===== src/rtl/otter_mem_arbiter.sv =====
// Arbiter sharing one single-port OTTER memory between instruction fetch (IF) and load/store (DM).
// Optional macro OTTER_ARB_RR_EN switches contention from fixed DM priority to round-robin.
module otter_mem_arbiter #(
  parameter int unsigned AW      = 32,
  parameter int unsigned DW      = 32,
  parameter int unsigned TIMEOUT = 15
) (
  input  logic          clk,
  input  logic          RST,
  input  logic          if_req,
  input  logic [AW-1:0] if_addr,
  output logic          if_ack,
  output logic [DW-1:0] if_rdata,
  input  logic          dm_req,
  input  logic          dm_we,
  input  logic [AW-1:0] dm_addr,
  input  logic [DW-1:0] dm_wdata,
  input  logic [1:0]    dm_size,
  output logic          dm_ack,
  output logic [DW-1:0] dm_rdata,
  output logic          mem_req,
  output logic          mem_we,
  output logic [AW-1:0] mem_addr,
  output logic [DW-1:0] mem_wdata,
  output logic [1:0]    mem_size,
  input  logic [DW-1:0] mem_rdata,
  input  logic          mem_ack,
  output logic          err,
  output logic          busy
);

  typedef enum logic [1:0] {IDLE, MEM, RESP} state_t;

  localparam logic       OWN_IF  = 1'b0;
  localparam logic       OWN_DM  = 1'b1;
  localparam logic [7:0] TO_LAST = 8'(TIMEOUT - 1);

  state_t        state_q, state_d;
  logic          owner_q, owner_d;
  logic          we_q, we_d;
  logic [AW-1:0] addr_q, addr_d;
  logic [DW-1:0] wdata_q, wdata_d;
  logic [1:0]    size_q, size_d;
  logic [7:0]    cnt_q, cnt_d;
  logic          err_flag_q, err_flag_d;
  logic [DW-1:0] if_rdata_q, if_rdata_d;
  logic [DW-1:0] dm_rdata_q, dm_rdata_d;
  logic          grant_dm;
  logic [DW-1:0] capture;
  logic          finish;

`ifdef OTTER_ARB_RR_EN
  logic last_grant_q, last_grant_d;

  // Under contention the port that did not win last time is granted.
  assign grant_dm = dm_req && (!if_req || (last_grant_q == OWN_IF));

  always_ff @(posedge clk) begin
    if (RST) last_grant_q <= OWN_IF;
    else     last_grant_q <= last_grant_d;
  end

  always_comb begin
    last_grant_d = last_grant_q;
    if (state_q == IDLE) begin
      if (grant_dm)    last_grant_d = OWN_DM;
      else if (if_req) last_grant_d = OWN_IF;
    end
  end
`else
  assign grant_dm = dm_req;
`endif

  always_ff @(posedge clk) begin
    if (RST) begin
      state_q    <= IDLE;
      owner_q    <= OWN_IF;
      we_q       <= 1'b0;
      addr_q     <= '0;
      wdata_q    <= '0;
      size_q     <= '0;
      cnt_q      <= '0;
      err_flag_q <= 1'b0;
      if_rdata_q <= '0;
      dm_rdata_q <= '0;
    end else begin
      state_q    <= state_d;
      owner_q    <= owner_d;
      we_q       <= we_d;
      addr_q     <= addr_d;
      wdata_q    <= wdata_d;
      size_q     <= size_d;
      cnt_q      <= cnt_d;
      err_flag_q <= err_flag_d;
      if_rdata_q <= if_rdata_d;
      dm_rdata_q <= dm_rdata_d;
    end
  end

  always_comb begin
    state_d    = state_q;
    owner_d    = owner_q;
    we_d       = we_q;
    addr_d     = addr_q;
    wdata_d    = wdata_q;
    size_d     = size_q;
    cnt_d      = cnt_q;
    err_flag_d = err_flag_q;
    if_rdata_d = if_rdata_q;
    dm_rdata_d = dm_rdata_q;
    capture    = '0;
    finish     = 1'b0;
    case (state_q)
      IDLE: begin
        if (grant_dm) begin
          owner_d = OWN_DM;
          we_d    = dm_we;
          addr_d  = dm_addr;
          wdata_d = dm_wdata;
          size_d  = dm_size;
          state_d = MEM;
        end else if (if_req) begin
          owner_d = OWN_IF;
          we_d    = 1'b0;
          addr_d  = if_addr;
          wdata_d = '0;
          size_d  = 2'b10;
          state_d = MEM;
        end
      end
      MEM: begin
        cnt_d = 8'(cnt_q + 8'd1);
        if (mem_ack) begin
          capture = we_q ? '0 : mem_rdata;
          finish  = 1'b1;
        end else if (cnt_q == TO_LAST) begin
          err_flag_d = 1'b1;
          finish     = 1'b1;
        end
        // Captured data goes straight into the owner's output register so it holds between acks.
        if (finish) begin
          state_d = RESP;
          if (owner_q == OWN_DM) dm_rdata_d = capture;
          else                   if_rdata_d = capture;
        end
      end
      RESP: begin
        state_d    = IDLE;
        cnt_d      = '0;
        err_flag_d = 1'b0;
      end
      default: state_d = IDLE;
    endcase
  end

  always_comb begin
    mem_req   = (state_q == MEM);
    mem_we    = (state_q == MEM) && we_q;
    mem_addr  = addr_q;
    mem_wdata = wdata_q;
    mem_size  = size_q;
    if_ack    = (state_q == RESP) && (owner_q == OWN_IF);
    dm_ack    = (state_q == RESP) && (owner_q == OWN_DM);
    err       = (state_q == RESP) && err_flag_q;
    busy      = (state_q != IDLE);
    if_rdata  = if_rdata_q;
    dm_rdata  = dm_rdata_q;
  end

endmodule


===== config.mk =====
export PLATFORM = sky130hd
export DESIGN_NAME = otter_mem_arbiter
export DESIGN_NICKNAME = d
export VERILOG_FILES = /design/src/rtl/otter_mem_arbiter.sv
export SDC_FILE = /design/constraint.sdc
export NUM_CORES = 1
export LEC_CHECK = 0
export BUFFER_PORTS_ARGS = -buffer_cell sky130_fd_sc_hd__buf_2
export CORE_ASPECT_RATIO = 0.7
export CORE_MARGIN = 2
export CORE_UTILIZATION = 40
export CTS_BUF_LIST = sky130_fd_sc_hd__clkbuf_4 sky130_fd_sc_hd__clkbuf_8
export DETAILED_ROUTE_END_ITERATION = 6
export GPL_TIMING_DRIVEN = 0
export PLACE_DENSITY = 0.74
export SETUP_SLACK_MARGIN = 0.1
export SLEW_MARGIN = 5
export SYNTH_ARGS = -nofsm -noshare
export SYNTH_HDL_FRONTEND = slang
export SYNTH_SLANG_ARGS = --single-unit

===== constraint.sdc =====
create_clock -name clk -period 2.6 [get_ports clk]
set_input_delay 0.26 -clock clk [delete_from_list [all_inputs] [get_ports clk]]
set_output_delay 0.26 -clock clk [all_outputs]
set_load 0.02 [all_outputs]

==> flow_metrics.env, run 1 <==
export IMPL_status="completed"
export IMPL_p_leak_nw=3.62
export IMPL_ctsHtreeMaxLevel=4
export IMPL_register_area_um2=2860
export IMPL_cts_path_max_buffers=2
export IMPL_drc_errors=0
export IMPL_ys_warn_count=0
export IMPL_vias=5379
export IMPL_hold_end="mem_wdata[10]"
export IMPL_end_kind="flip-flop"
export IMPL_synth_fa_ha_area_share_pct=1.28
export IMPL_io_pins=272
export IMPL_syn_num_nets=760
export IMPL_clockPowerShare_pct=34.3
export IMPL_port_buffers=270
export IMPL_slew_headroom_pct=56.8
export IMPL_grt_pass1_vias=5140
export IMPL_postCtsSetupBuffers=0
export IMPL_period_share_pct=73.8
export IMPL_pre_cts_slack_ns=0.668
export IMPL_crit_type="flip-flop to flip-flop"
export IMPL_grt_setup_unrepaired="no"
export IMPL_num_rows=36
export IMPL_grt_max_degree=17
export IMPL_drive_gt1_share_pct=35.0
export IMPL_cellPowerDensity_nw_per_um2=701
export IMPL_reg2reg_from="state_q[0]"
export IMPL_first_pass_iters=4
export IMPL_arrival_ns=2.20
export IMPL_yosys_most_used_dff="dfxtp_1"
export IMPL_routedWlPerCell_um=15.0
export IMPL_synth_seq_cells=143
export IMPL_multi_input_area_um2=2750
export IMPL_cts_tree="done"
export IMPL_maxCapViolCount=0
export IMPL_synth_async_reset_ratio_pct=0
export IMPL_chipHeight_um=105
export IMPL_swShare_pct=33.0
export IMPL_nFillCells=1343
export IMPL_layout_common_cells="buf_2, dfxtp_1, mux2i_1"
export IMPL_clk_pin_slew_ns=0.10
export IMPL_ys_types=33
export IMPL_hold_path_class="input port to flip-flop"
export IMPL_cts_buffers=17
export IMPL_track_usage_pct=21.1
export IMPL_critPathMaxFanout=10
export IMPL_finalClockSkew_ns=0.0178
export IMPL_synth_compound_area_share_pct=8.72
export IMPL_combPwrFrac_pct=21.3
export IMPL_dieArea_um2=15700
export IMPL_core_area_um2=14100
export IMPL_overflow=0
export IMPL_synthCells=618
export IMPL_synth_top_family_by_area="simple AND/OR/NAND/NOR gates"
export IMPL_diodes=0
export IMPL_clk_latency_ns=0.44
export IMPL_muxShareOfSynthArea_pct=16.9
export IMPL_cts_resized=0
export IMPL_r2r_end="mem_addr[24]"
export IMPL_num_nets_final=1049
export IMPL_finalHoldViolations=0
export IMPL_drt_total_wl_um=16600
export IMPL_hold_start="dm_wdata[10]"
export IMPL_clock_fmax_mhz=521
export IMPL_syn_area_um2=5870
export IMPL_synth_xor_area_share_pct=0.597
export IMPL_initial_core_util_pct=41.5
export IMPL_gp_congestion=0.892
export IMPL_p_sw_w=0.00183
export IMPL_fin_cells=1110
export IMPL_whs_ns=0.0777
export IMPL_cpMostUsedCell="inv_1"
export IMPL_synth_edff_count=0
export IMPL_synth_area_per_cell_um2=9.50
export IMPL_grt_pass1_wl_um=26300
export IMPL_min_path_cells=3
export IMPL_synth_simple_area_share_pct=19.4
export IMPL_seq_power_share_pct=44.4
export IMPL_dp_hpwl_um=12600
export IMPL_period_needed_ns=1.92
export IMPL_cts_hold_fix_buffers=0
export IMPL_critical_path_max_stage_delay_ns=0.46
export IMPL_irDropWorstVdd_uv=348
export IMPL_area_growth_syn_to_layout_pct=34.3
export IMPL_mostFrequentLayoutCell="buf_2"
export IMPL_fin_area_um2=7880
export IMPL_slowest_stage="buf_1"
export IMPL_cts_root_buffer="clkbuf_8"
export IMPL_internal_power_w=0.00370
export IMPL_antenna_found_initial=0
export IMPL_placedCellCount=1078
export IMPL_setup_viol=0
export IMPL_ys_seq_area_share_pct=48.8
export IMPL_cp_required_ns=2.88
export IMPL_ant_nets=0
export IMPL_die_x_um=149
export IMPL_finalWorstSetupSlack_ns=0.682
export IMPL_r2r_cells=7
export IMPL_worstMarginPinSlew_ns=0.643
export IMPL_r2r_slack_ns=0.68
export IMPL_vias_per_cell=4.85
export IMPL_drt_initial_drc_count=198
export IMPL_startpoint_type="flip-flop"
export IMPL_cp_cell_sequence="inv_1, ha_1, inv_1, nor2_1, buf_2, buf_1, a211oi_1"
export IMPL_cts_sinks=143
export IMPL_tns_ns=0
export IMPL_postPlaceCellArea_um2=7460
export IMPL_final_max_slew_viol_count=0
synth_stat cells (all sizes together) (2+ instances only):
cell	n	area share (%)
a211oi	33	4.2
a21o	2	0.26
a21oi	40	3.5
and2	3	0.32
buf	20	2.2
clkbuf	27	1.7
dfxtp	143	49
ha	6	1.3
inv	6	0.38
mux2i	99	17
nand2	72	4.6
nand2b	66	7.0
nand3	34	2.9
nand4	3	0.32
nor2	44	2.9
nor3	3	0.53
o21ai	4	0.34
or3	2	0.21
xor2	4	0.60
routing by layer:
metal	vias to the layer above	global-route usage, %	share of wire [%]
li1	2688	-	-
met1	2510	28.9	48
met2	164	33.3	45
met3	17	4.59	5.9
met4	0	6.46	1.5
met5	-	0	0
state kept, by name, summed over array words and instances (netlist names):
signal / flops
cnt_q: 8
mem_wdata: 32
mem_addr: 32
if_rdata: 32
mem_size: 2
we_q: 1
state_q: 2
owner_q: 1
dm_rdata: 32
err_flag_q: 1
cells by family (layout without fill, tap and decap cells):
| kind of cell | count (synthesis) | after routing |
|---|---|---|
| AOI/OAI and AO/OA | 82 | 82 |
| xor gates and xnor gates | 4 | 4 |
| adders and majority gates | 6 | 6 |
| buffers and inverters | 53 | 355 |
| DFF | 143 | 143 |
| muxes | 99 | 99 |
| and+or+nand+nor | 231 | 231 |
critical path, delay by kind of cell (launching register included):
kind / cells / cell delay, ns
AND/OR/NAND/NOR: 1 / 0.19
buffers and inverters: 4 / 0.89
flip-flops: 1 / 0.34
AO/OA/AOI/OAI: 1 / 0.15
adder cells (fa/ha/maj): 1 / 0.22
how the worst max path moves through the flow:
stage                          start           end  slack, ns
final                     state_q[0]  mem_addr[24]       0.68
after global routing      state_q[0]  mem_addr[29]       0.51
after CTS                 state_q[0]  mem_addr[29]       0.68
after detailed placement         RST  mem_addr[19]       0.67
after global placement           RST  mem_addr[23]       0.65
after floorplan           state_q[1]  if_rdata[10]       0.98
power groups by stage:
stage	Sequential, W	Clock [W]	Combinational (W)
2_1_floorplan	0.00268	0	0.000564
3_3_place_gp	0.00250	0	0.00117
3_5_place_dp	0.00250	0	0.00118
4_1_cts	0.00245	0.00195	0.00118
5_1_grt	0.00247	0.00204	0.00129
6_report	0.00245	0.00190	0.00118
cell type report:
type / count / share of cell area (%)
sequential: 143 / 36.3
multi-input combinational: 422 / 34.9
timing repair buffer: 270 / 17.2
tap: 190 / 3.02
clock buffer: 17 / 2.97
buffer: 47 / 2.95
clock inverter: 15 / 2.38
inverter: 6 / 0.286
per-stage QoR:
stage | util (%) | total power (W)
5_1_grt | 55.7 | 0.00580
3_3_place_gp | 52.7 | 0.00366
2_1_floorplan | - | 0.00324
6_report | 55.7 | 0.00553
3_5_place_dp | 52.7 | 0.00368
4_1_cts | 55.7 | 0.00558
(Power assumes the default switching activity.)
==> run 2: changes to the inputs <==
==> constraint.sdc (replaced) <==
create_clock -name clk -period 1.8 [get_ports clk]
set_input_delay 0.18 -clock clk [delete_from_list [all_inputs] [get_ports clk]]
set_output_delay 0.18 -clock clk [all_outputs]
set_load 0.02 [all_outputs]
==> flow_metrics.env, run 2 (synthesis results as in run 1) <==
export IMPL_hold_path_class="input port to flip-flop"
export IMPL_p_leak_nw=3.95
export IMPL_startpoint_type="flip-flop"
export IMPL_slew_headroom_pct=57.9
export IMPL_end_kind="flip-flop"
export IMPL_area_growth_syn_to_layout_pct=47.6
export IMPL_r2r_slack_ns=0.12
export IMPL_swShare_pct=33.0
export IMPL_grt_pass1_wl_um=27800
export IMPL_arrival_ns=2.04
export IMPL_irDropWorstVdd_uv=515
export IMPL_grt_setup_unrepaired="yes"
export IMPL_gp_congestion=0.892
export IMPL_port_buffers=270
export IMPL_vias=5681
export IMPL_combPwrFrac_pct=23.7
export IMPL_cts_sinks=143
export IMPL_clockPowerShare_pct=33.2
export IMPL_core_area_um2=14100
export IMPL_critPathMaxFanout=6
export IMPL_finalClockSkew_ns=0.0164
export IMPL_crit_type="flip-flop to flip-flop"
export IMPL_chipHeight_um=105
export IMPL_internal_power_w=0.00553
export IMPL_final_max_slew_viol_count=0
export IMPL_maxCapViolCount=0
export IMPL_seq_power_share_pct=43.1
export IMPL_p_sw_w=0.00272
export IMPL_overflow=0
export IMPL_num_rows=36
export IMPL_routedWlPerCell_um=15.3
export IMPL_drive_gt1_share_pct=36.9
export IMPL_crit_end="if_rdata[13]"
export IMPL_setup_viol=0
export IMPL_clk_latency_ns=0.44
export IMPL_grt_max_degree=17
export IMPL_drt_initial_drc_count=264
export IMPL_clock_fmax_mhz=596
export IMPL_die_x_um=149
export IMPL_cts_buffers=17
export IMPL_dieArea_um2=15700
export IMPL_critical_path_startpoint="cnt_q[0]"
export IMPL_period_share_pct=93.2
export IMPL_track_usage_pct=22.3
export IMPL_grt_pass1_vias=5499
export IMPL_antenna_found_initial=0
export IMPL_cp_required_ns=2.16
export IMPL_mostFrequentLayoutCell="buf_2"
export IMPL_initial_core_util_pct=41.5
export IMPL_cts_tree="done"
export IMPL_ant_nets=0
export IMPL_r2r_cells=8
export IMPL_drt_total_wl_um=18000
export IMPL_layout_common_cells="buf_2, dfxtp_1, mux2i_1"
export IMPL_reg2reg_from="cnt_q[0]"
export IMPL_dp_hpwl_um=12600
export IMPL_r2r_end="if_rdata[13]"
export IMPL_ctsHtreeMaxLevel=4
export IMPL_clk_pin_slew_ns=0.10
export IMPL_io_pins=272
export IMPL_finalHoldViolations=0
export IMPL_fin_util_pct=61.2
export IMPL_worstMarginPinSlew_ns=0.632
export IMPL_first_pass_iters=4
export IMPL_period_needed_ns=1.68
export IMPL_diodes=0
export IMPL_drc_errors=0
export IMPL_vias_per_cell=4.85
export IMPL_cts_path_max_buffers=2
export IMPL_num_nets_final=1110
export IMPL_cellPowerDensity_nw_per_um2=953
export IMPL_status="completed"
export IMPL_cts_root_buffer="clkbuf_8"
export IMPL_tns_ns=0
-- run 2: power by group through the flow --
stage          clock [W]  combinational, W  sequential (W)
2_1_floorplan          0          0.000814         0.00387
3_3_place_gp           0           0.00169         0.00360
3_5_place_dp           0           0.00170         0.00361
4_1_cts          0.00282           0.00183         0.00354
5_1_grt          0.00294           0.00210         0.00358
6_report         0.00274           0.00196         0.00355
-- run 2: worst min-delay path by stage --
stage / depth (start not counted) / slack [ns] / to / from
global placement: 2 / 0.44 / mem_wdata[17] / mem_wdata[17]
global route: 3 / 0.01 / mem_wdata[14] / dm_wdata[14]
detailed placement: 2 / 0.44 / mem_wdata[23] / mem_wdata[23]
CTS: 3 / 0.003 / if_rdata[9] / mem_rdata[9]
finish: 3 / 0.02 / mem_wdata[14] / dm_wdata[14]
floorplan: 2 / 0.34 / dm_rdata[10] / mem_rdata[10]
-- run 2: worst max-delay path, cell delays in order, from the launching register on --
cell and delay (ns):
dfxtp_4 0.38, inv_4 0.06, ha_4 0.11, and4b_2 0.25
a21oi_4 0.08, nor3_4 0.15, buf_6 0.20, clkbuf_16 0.17
mux2i_1 0.19
-- run 2: layout make-up --
type,count,area [um2]
Fill cell,1248,5480
Multi-Input combinational cell,422,2830
Inverter,6,25.0
Clock buffer,17,234
Sequential cell,143,2870
Clock inverter,15,188
Tap cell,190,238
Buffer,47,295
Timing Repair Buffer,331,1980
-- run 2: per-stage QoR --
stage | hold WS (ns) | instance area, um2 | total power, W | std cells | worst slack (ns)
finish | 0.0230 | 8660 | 0.00825 | 1171 | 0.123
detailed placement | 0.441 | 7460 | 0.00531 | 1078 | -0.107
CTS | 0.00290 | 8490 | 0.00819 | 1168 | 0.0906
global route | 0.00966 | 8660 | 0.00862 | 1171 | 0.0489
global placement | 0.436 | 7460 | 0.00529 | 1078 | -0.0956
floorplan | 0.345 | 5870 | 0.00468 | 618 | 0.178
-- run 2: repair_timing --
action / CTS / global route
pin swaps: 3 / 7
setup endpoints to repair: 116 / 133
hold buffers: 51 / 0
resized for setup: 19 / 41
endpoints found under the hold margin: 63 / 0
buffers inserted: 7 / 1
gates cloned: 0 / 2
-- run 2: routing by layer --
metal | global-route usage (%) | part of all wire (%) | routed length (um) | vias up
met2 | 36.6 | 46 | 8240 | 203
met3 | 4.68 | 6.1 | 1100 | 28
met5 | 0 | 0 | 0 | -
met1 | 29.4 | 46 | 8300 | 2642
li1 | - | - | - | 2808
met4 | 7.07 | 1.8 | 321 | 0
==> run 3: changes to the inputs <==
--- a/config.mk
+++ b/config.mk
@@ -7,7 +7,7 @@
 export LEC_CHECK = 0
 export BUFFER_PORTS_ARGS = -buffer_cell sky130_fd_sc_hd__buf_2
 export CORE_ASPECT_RATIO = 0.7
-export CORE_MARGIN = 2
+export CORE_MARGIN = 3
 export CORE_UTILIZATION = 40
 export CTS_BUF_LIST = sky130_fd_sc_hd__clkbuf_4 sky130_fd_sc_hd__clkbuf_8
 export DETAILED_ROUTE_END_ITERATION = 6
==> flow_metrics.env, run 3 (synthesis results as in run 1) <==
export IMPL_critPathMaxFanout=9
export IMPL_vias=5715
export IMPL_drc_errors=0
export IMPL_diodes=0
export IMPL_fin_area_um2=8640
export IMPL_finalClockSkew_ns=0.0163
export IMPL_grt_setup_unrepaired="yes"
export IMPL_hold_start="mem_rdata[16]"
export IMPL_num_nets_final=1108
export IMPL_overflow=0
export IMPL_vias_per_cell=4.89
export IMPL_seq_power_share_pct=43.3
export IMPL_swShare_pct=32.6
export IMPL_grt_pass1_wl_um=28000
export IMPL_clk_latency_ns=0.44
export IMPL_worstMarginPinSlew_ns=0.619
export IMPL_final_max_slew_viol_count=0
export IMPL_combPwrFrac_pct=24.1
export IMPL_status="completed"
export IMPL_maxCapViolCount=0
export IMPL_placedCellCount=1078
export IMPL_antenna_found_initial=0
export IMPL_hold_end="dm_rdata[16]"
export IMPL_cellPowerDensity_nw_per_um2=949
export IMPL_clockPowerShare_pct=32.5
export IMPL_dp_hpwl_um=13100
export IMPL_startpoint_type="flip-flop"
export IMPL_period_needed_ns=1.68
export IMPL_cts_path_max_buffers=2
export IMPL_period_share_pct=93.2
export IMPL_finalWorstSetupSlack_ns=0.122
export IMPL_r2r_cells=6
export IMPL_slew_headroom_pct=58.7
export IMPL_r2r_slack_ns=0.12
export IMPL_arrival_ns=2.04
export IMPL_setup_viol=0
export IMPL_gp_congestion=0.849
export IMPL_p_leak_nw=3.95
export IMPL_internal_power_w=0.00553
export IMPL_drt_total_wl_um=18500
export IMPL_end_kind="flip-flop"
export IMPL_fin_cells=1169
export IMPL_ant_nets=0
export IMPL_grt_pass1_vias=5507
export IMPL_finalHoldViolations=0
export IMPL_crit_type="flip-flop to flip-flop"
export IMPL_tns_ns=0
export IMPL_cts_buffers=17
export IMPL_num_rows=36
export IMPL_dieArea_um2=16200
export IMPL_grt_max_degree=17
export IMPL_routedWlPerCell_um=15.9
export IMPL_irDropWorstVdd_uv=437
export IMPL_die_x_um=151
export IMPL_postPlaceCellArea_um2=7460
export IMPL_cts_tree="done"
export IMPL_cp_required_ns=2.16
export IMPL_cts_root_buffer="clkbuf_8"
export IMPL_pre_cts_slack_ns=-0.130
export IMPL_reg2reg_from="state_q[0]"
export IMPL_clk_pin_slew_ns=0.09
export IMPL_io_pins=272
export IMPL_drt_initial_drc_count=299
export IMPL_layout_common_cells="buf_2, dfxtp_1, mux2i_1"
export IMPL_first_pass_iters=6
export IMPL_hold_path_class="input port to flip-flop"
export IMPL_mostFrequentLayoutCell="buf_2"
export IMPL_track_usage_pct=21.7
export IMPL_area_growth_syn_to_layout_pct=47.3
export IMPL_clock_fmax_mhz=596
export IMPL_r2r_end="cnt_q[7]"
export IMPL_port_buffers=270
export IMPL_initial_core_util_pct=41.5
export IMPL_ctsHtreeMaxLevel=4
export IMPL_p_sw_w=0.00267
export IMPL_core_area_um2=14100
export IMPL_whs_ns=0.0210
export IMPL_chipHeight_um=107
export IMPL_min_path_cells=3
export IMPL_cts_sinks=143
export IMPL_drive_gt1_share_pct=37.3
==> run 3: power by group through the flow <==
stage	Sequential, W	Combinational [W]	Clock, W
finish	0.00355	0.00198	0.00267
detailed placement	0.00361	0.00171	0
global placement	0.00360	0.00168	0
CTS	0.00354	0.00183	0.00273
floorplan	0.00387	0.000814	0
global route	0.00358	0.00214	0.00286
==> run 3: through the flow <==
step | util, % | total power (W)
6_report | 61.1 | 0.00820
3_3_place_gp | 52.7 | 0.00529
3_5_place_dp | 52.7 | 0.00532
2_1_floorplan | - | 0.00468
5_1_grt | 61.1 | 0.00858
4_1_cts | 59.4 | 0.00810
==> run 3: worst max-delay path by stage <==
| stage | start | endpoint | depth (start not counted) |
|---|---|---|---|
| finish | state_q[0] | cnt_q[7] | 6 |
| global route | state_q[0] | cnt_q[5] | 6 |
| detailed placement | RST | mem_wdata[13] | 5 |
| CTS | cnt_q[1] | dm_rdata[27] | 6 |
| global placement | RST | cnt_q[1] | 5 |
| floorplan | state_q[1] | if_rdata[10] | 6 |
==> run 3: cell type report <==
cell class / instances / area, um2
clock inverters: 15 / 175
multi-input cells: 422 / 2830
plain buffers: 47 / 292
inverters: 6 / 22.5
well taps: 190 / 238
fillers: 1208 / 5500
flip-flops and latches: 143 / 2870
clock buffers: 17 / 234
repair buffers: 329 / 1980
==> run 3: routing by layer <==
layer | part of all wire [%] | track usage, % | up-vias
met5 | 0 | 0 | -
met4 | 1.5 | 6.60 | 0
met3 | 5.9 | 5.60 | 22
met2 | 47 | 34.6 | 192
met1 | 46 | 29.1 | 2695
li1 | - | - | 2806
==> run 3: critical path, stage by stage (launching register included) <==
cell and delay [ns]:
dfxtp_2 0.39, inv_2 0.09, ha_4 0.26, buf_4 0.15
nand4_1 0.19, or3_1 0.39, a21oi_1 0.14
==> run 3: timing repair <==
action | CTS | global route
setup buffers | 4 | 4
cloned | 0 | 4
gates resized for setup | 15 | 45
endpoints found under the hold margin | 58 | 0
hold buffers | 47 | 0
pin swaps | 3 | 6
endpoints found under the setup margin | 117 | 133
